### src/rtl/alaw_pkg.sv
// Shared G.711 A-law definitions: widths, sample types and the pure encode/decode
// functions used by the codec datapath.
package alaw_pkg;

    localparam int LIN_W  = 13;
    localparam int ALAW_W = 8;
    localparam logic [7:0] ALAW_XOR = 8'h55;

    typedef logic signed [LIN_W-1:0] lin_t;
    typedef logic [ALAW_W-1:0] alaw_t;

    // Priority encoder from 12-bit magnitude to segment number.
    function automatic logic [2:0] alaw_seg_of(input logic [11:0] mag);
        logic [2:0] seg;
        if (mag[11])      seg = 3'd7;
        else if (mag[10]) seg = 3'd6;
        else if (mag[9])  seg = 3'd5;
        else if (mag[8])  seg = 3'd4;
        else if (mag[7])  seg = 3'd3;
        else if (mag[6])  seg = 3'd2;
        else if (mag[5])  seg = 3'd1;
        else              seg = 3'd0;
        return seg;
    endfunction

    // Builds the transmitted byte once sign, segment and magnitude are known.
    function automatic alaw_t alaw_compose(input logic sign, input logic [2:0] seg,
                                           input logic [11:0] mag);
        logic [11:0] shifted;
        logic [3:0]  man;
        if (seg < 3'd2) begin
            man = mag[4:1];
        end else begin
            shifted = mag >> seg;
            man = shifted[3:0];
        end
        return {~sign, seg, man} ^ ALAW_XOR;
    endfunction

    function automatic alaw_t alaw_encode(input lin_t lin);
        logic [11:0] mag;
        mag = lin[12] ? ~lin[11:0] : lin[11:0];
        return alaw_compose(lin[12], alaw_seg_of(mag), mag);
    endfunction

    // Returns the interval midpoint; every code maps inside +/-4032, so no clamp.
    function automatic lin_t alaw_decode(input alaw_t code);
        alaw_t       b;
        logic [2:0]  seg;
        logic [11:0] base;
        logic [11:0] t;
        b    = code ^ ALAW_XOR;
        seg  = b[6:4];
        base = {7'd0, b[3:0], 1'b1};
        if (seg == 3'd0) begin
            t = base;
        end else begin
            t = (base + 12'd32) << (seg - 3'd1);
        end
        if (b[7]) begin
            return lin_t'({1'b0, t});
        end else begin
            return lin_t'(13'd0 - {1'b0, t});
        end
    endfunction

endpackage

### src/rtl/alaw_seg_detect.sv
// Combinational segment detector: position of the highest set bit among mag[11:5].
module alaw_seg_detect
    import alaw_pkg::*;
(
    input  logic [11:0] mag,
    output logic [2:0]  seg
);

    // Priority search delegated to the shared package helper.
    always_comb begin
        seg = 3'd0;
        seg = alaw_seg_of(mag);
    end

endmodule

### src/rtl/alaw_codec.sv
// Registered G.711 A-law codec: independent 1-cycle encode and decode pipelines.
module alaw_codec
    import alaw_pkg::*;
(
    input  logic        clk,
    input  logic        rst_n,
    input  logic [12:0] lin_in,
    input  logic        lin_valid,
    output logic [7:0]  alaw_out,
    output logic        alaw_out_valid,
    input  logic [7:0]  alaw_in,
    input  logic        alaw_valid,
    output logic [12:0] lin_out,
    output logic        lin_out_valid
);

    logic [11:0] enc_mag;
    logic [2:0]  enc_seg;
    alaw_t       enc_code;
    lin_t        dec_lin;

    // Negative samples use one's complement so -1 and -4096 land on the magnitude extremes.
    always_comb begin
        enc_mag = 12'd0;
        if (lin_in[12]) begin
            enc_mag = ~lin_in[11:0];
        end else begin
            enc_mag = lin_in[11:0];
        end
    end

    alaw_seg_detect u_seg_detect (
        .mag (enc_mag),
        .seg (enc_seg)
    );

    // Combinational encode and decode results feeding the output registers.
    always_comb begin
        enc_code = alaw_compose(lin_in[12], enc_seg, enc_mag);
        dec_lin  = alaw_decode(alaw_in);
    end

    // Encoder output stage: load on valid, otherwise hold data and drop valid.
    always_ff @(posedge clk or negedge rst_n) begin
        if (!rst_n) begin
            alaw_out       <= 8'h00;
            alaw_out_valid <= 1'b0;
        end else if (lin_valid) begin
            alaw_out       <= enc_code;
            alaw_out_valid <= 1'b1;
        end else begin
            alaw_out_valid <= 1'b0;
        end
    end

    // Decoder output stage: same hold behaviour as the encoder.
    always_ff @(posedge clk or negedge rst_n) begin
        if (!rst_n) begin
            lin_out       <= 13'h0000;
            lin_out_valid <= 1'b0;
        end else if (alaw_valid) begin
            lin_out       <= 13'(dec_lin);
            lin_out_valid <= 1'b1;
        end else begin
            lin_out_valid <= 1'b0;
        end
    end

endmodule

### config.mk
export PLATFORM = sky130hd
export DESIGN_NAME = alaw_codec
export DESIGN_NICKNAME = d
export VERILOG_FILES = /design/src/rtl/alaw_pkg.sv /design/src/rtl/alaw_seg_detect.sv /design/src/rtl/alaw_codec.sv
export SDC_FILE = /design/constraint.sdc
export NUM_CORES = 1
export LEC_CHECK = 0
export ABC_AREA = 1
export BUFFER_PORTS_ARGS = -buffer_cell sky130_fd_sc_hd__buf_2
export CAP_MARGIN = 20
export CORE_MARGIN = 2
export CORE_UTILIZATION = 54
export DETAILED_ROUTE_END_ITERATION = 10
export PLACE_DENSITY = 0.86
export SYNTH_ARGS = -nofsm -noshare
export SYNTH_HDL_FRONTEND = slang
export SYNTH_SLANG_ARGS = --single-unit
### constraint.sdc
create_clock -name clk -period 0.8 [get_ports clk]
set_clock_uncertainty 0.05 [all_clocks]
set_input_delay 0.08 -clock clk [delete_from_list [all_inputs] [get_ports clk]]
set_output_delay 0.08 -clock clk [all_outputs]
set_load 0.02 [all_outputs]
==> out/results.txt, run 1 <==
Commonest cells post-synth: nand2_1 (110), nand3_1 (39), inv_1 (27)
Worst EP kind: register input
XOR/XNOR Fraction of Synth Area: 7.161%
Sequential element share of the synthesized area: 28.89%
# rows: 22
I/O Buffers: 46
Yosys Warn Count: 0
Post-Synth Simple-Gate Area: 42.53%
Initial core utilization: 55.24%
Worst_ep grt: lin_out[10]$_DFFE_PN0P_/D
Area leader, netlist: dfrtp_1
Placer congestion estimate: 0.9101
Err: [ERROR DPL-0038] Utilization greater than 100%, impossible to legalize
Most frequent cell after synthesis: nand2_1
Complex-gate fraction of the synthesized area: 9.485%
Post-Syn Area: 0.001992 mm^2
Number of top-level pins: 48
Clock tree buffer depth: 2
TritonCTS Sinks: 23
Post-synthesis cell count: 303
Chip height: 64.74 um
Synth area leaders: dfrtp_1 (29%), nand2_1 (21%), nand3_1 (9.8%)
CTS root buffer: clkbuf_8
Post-synthesis mux area share: 0%
Largest net degree at the start of global routing: 24
Mean Syn Cell Area: 6.574 um^2
Main combinational cell family by area after synthesis: simple AND/OR/NAND/NOR gates
Num CTS Buffers: 3
Area share of the largest cell type after synthesis: 28.89%
Asr flop ratio synth: 100.0%
Htree depth: 1
Number of flops mapped to enable cells by yosys: 0
Dpl hpwl: 4027 um
Synth Net Count: 332
Post-placement setup slack: -1.056 ns
Synth Area in Adders: 2.513%
Unique masters post-synth: 31
Placed cell areas: 0.002724 mm^2
Status: did not finish
Commonest register cell after synthesis: dfrtp_1
Flops & latches, synth: 23
Die X-Extent: 64.74 um
Fail Step: global routing (5_1_grt)
## timing repair
item / CTS
setup buffers: 26
pin swaps: 46
endpoints found under the hold margin: 24
hold buffers: 2
resized for setup: 115
setup endpoints to repair: 42
gates cloned: 1
## cell families after synthesis
group           after synthesis
simple gates                189
buf+inv                      43
compound gates               32
flops                        23
xor+xnor                     12
fa+ha+maj                     4
## per-stage QoR
stage | hold slack, ns | instances | util [%]
4_1_cts | 0.06467 | 472 | 93.93
3_5_place_dp | -0.02635 | 441 | 75.54
3_3_place_gp | -0.02651 | 441 | 75.54
2_1_floorplan | -0.2656 | 303 | -
==> run 2: changes to the inputs <==
CORE_UTILIZATION = 40   (was 54)
PLACE_DENSITY = not set   (was 0.86)
PLACE_DENSITY_LB_ADDON = 0.15   (was not set)
==> run 2 against run 1 <==
Effect of this change:
- synthesized cell count did not move
- the flow now finishes, with violations (setup timing)
- area after synthesis stayed put
==> out/results.txt, run 2 <==
Post-synthesis cell count: 303
Largest net degree at the start of global routing: 24
Vias: 2375
Fin util: 76.74%
1st-pass router iterations: 4
TritonCTS Sinks: 23
I/O Buffers: 46
Max reg flops: 13
Area share of the largest cell type after synthesis: 28.89%
Worst-margin pin slew: 0.3439 ns
Layout cells sized above 1: 55.35%
Asr flop ratio synth: 100.0%
Area leader, netlist: dfrtp_1
Slowest CP cell: ha_4
Initial core utilization: 41.89%
GRT busiest layer: met2
Critical path launch point type: primary input
Critical path's largest stage delay: 0.35 ns
VDD IR max: 0.0007865 V
Grt met3 use: 0.8130%
Unique masters post-synth: 31
Status: complete, but fails checks
FMAX: 0.6687 GHz
Most frequent cell after synthesis: nand2_1
# rows: 25
Total GRT Usage: 21.62%
Clock transition at path regs: 0.08 ns
Most common cell after layout, fill and taps aside: nand2_1
Number of flops mapped to enable cells by yosys: 0
Final worst path period share: 186.9%
Grt ovf: 0
Worst setup slack after layout: -0.6956 ns
Synth Net Count: 332
Final min period: 1.496 ns
Final antenna-violating net count: 0
CP Max Fanout: 7
Yosys Warn Count: 0
Post-Syn Area: 0.001992 mm^2
Drt drc: 0
Commonest cells post-synth: nand2_1 (110), nand3_1 (39), inv_1 (27)
CP dominant cell by count: nand2_1
Critical path data arrival time: 1.61 ns
Clock tree from TritonCTS: built
Iteration-0 DRC Markers: 143
Fin. Hold Viols: 0
Num CTS Buffers: 3
Highest-count cells in the layout ignoring fill and taps: nand2_1 (78), buf_4 (66), buf_6 (35), nand3_1 (26), nand2_2 (24)
Vias per Instance: 4.779
Dpl hpwl: 3967 um
DP Cell Count: 460
DR WL/cell: 12.27 um
N_diodes: 0
CP cell instances: buf_8, clkinvlp_4, ha_4, buf_4, nand3_1, nand2_1, nand2_1, nand2_2, nor2_4, nand3_2, nand2_2, nand2_1, nand2_1, nand3_2, nand2_1
GR Util met1: 29.90%
Finished Layout Cells: 497
Met2 usage: 36.38%
Setup CP Type: primary input to register
Die X-Extent: 74.57 um
LEAKAGE: 1.845 nW
Commonest register cell after synthesis: dfrtp_1
Synth area leaders: dfrtp_1 (29%), nand2_1 (21%), nand3_1 (9.8%)
Slew HR: 76.92%
Failing checks: setup timing
Max cap viols: 0
First-pass GRT wire length: 9459 um
WP buf/inv: 3
RSZ-0062 raised after global routing: true
Mean Syn Cell Area: 6.574 um^2
Nets: 460
CP Data Required Time: 0.91 ns
Area Growth Syn to Fin: 83.17%
Top reg by flops: lin_out
Chip height: 74.57 um
Initial antenna violation count: 0
Setup-failing EPs final: 43
Htree depth: 1
Sequential element share of the synthesized area: 28.89%
Number of global-route vias before repair: 2133
Clock tree buffer depth: 2
PwrDens: 1433 mW/mm^2
Core ar.: 0.004755 mm^2
CP top delay family: simple AND/OR/NAND/NOR gates
Flops & latches, synth: 23
Worst hold path type: primary input to register
Crit path capture type: register
Die area: 0.005560 mm^2
CTS root buffer: clkbuf_8
Placer congestion estimate: 0.8635
Number of top-level pins: 48
Final slew viol count: 0
Biggest regs: lin_out x13, alaw_out x8
Routed WL: 6097 um
Clock latency on the worst-skew pair: 0.26 ns
run 2: cell counts after synthesis:
Identical to the previous run, type by type.
run 2: repair_timing:
item / in CTS / in global routing
endpoints found under the hold margin: 24 / 0
resized for setup: 106 / 55
pin swaps: 36 / 33
endpoints found under the setup margin: 42 / 43
setup buffers: 21 / 12
hold buffers: 2 / 0
run 2: layout make-up:
class / instances / area, um^2
multi-input cells: 237 / 1650
repair buffers: 130 / 1145
fillers: 352 / 1106
flip-flops and latches: 23 / 575.6
inverters: 36 / 148.9
well taps: 67 / 83.83
clock buffers: 4 / 45.04
run 2: path summary, 6_finish.rpt:
check,startpoint,endpoint,slack [ns],cells after the start
worst max-delay path,alaw_in[5],lin_out[11],-0.70,15
max in group asynchronous,rst_n,lin_out_valid,0.33,3
worst min register to register,lin_out[7],lin_out[7],0.46,2
worst min-delay path,alaw_valid,lin_out_valid,0.06,2
min in group asynchronous,rst_n,lin_out[7],0.23,3
worst max register to register,lin_out[1],lin_out[1],-0.03,3
run 2: through the flow:
step                      instance area (um^2)  power [W]  setup slack (ns)  hold WS, ns  setup TNS [ns]
after floorplan                           2101   0.002704           -0.8120      -0.2656          -11.79
after global placement                    2785   0.003471            -1.017     -0.02461          -16.19
after detailed placement                  2785   0.003499            -1.058     -0.02275          -16.74
after CTS                                 3358   0.004832           -0.6611      0.04902          -12.31
after global routing                      3649   0.005544           -0.8159      0.07730          -15.86
final                                     3649   0.005230           -0.6956      0.06332          -13.07
run 2: per-layer routing:
layer / up-vias / share of wire, %
met5: - / 0
met1: 1080 / 45
met3: 9 / 3.2
li1: 1214 / -
met2: 72 / 50
met4: 0 / 1.5
run 2: logic make-up (layout without fill, tap and decap cells):
logic type                 Yosys count  count (layout)  synth area share [%]
AOI/OAI and AO/OA                   32              32                 9.485
xor gates and xnor gates            12              12                 7.161
adders and majority gates            4               4                 2.513
buffers and inverters               43             170                 9.422
DFF                                 23              23                 28.89
and+or+nand+nor                    189             189                 42.53
run 2: power breakdown:
group	total, W	leakage (nW)	internal, W	switching [W]
Clock	0.000718	0.0228	0.000356	0.000362
Combinational	0.00305	1.54	0.00151	0.00154
Sequential	0.00146	0.281	0.00133	0.000125
Total	0.00523	1.85	0.00320	0.00203
Power figures use the tool's default switching activity.
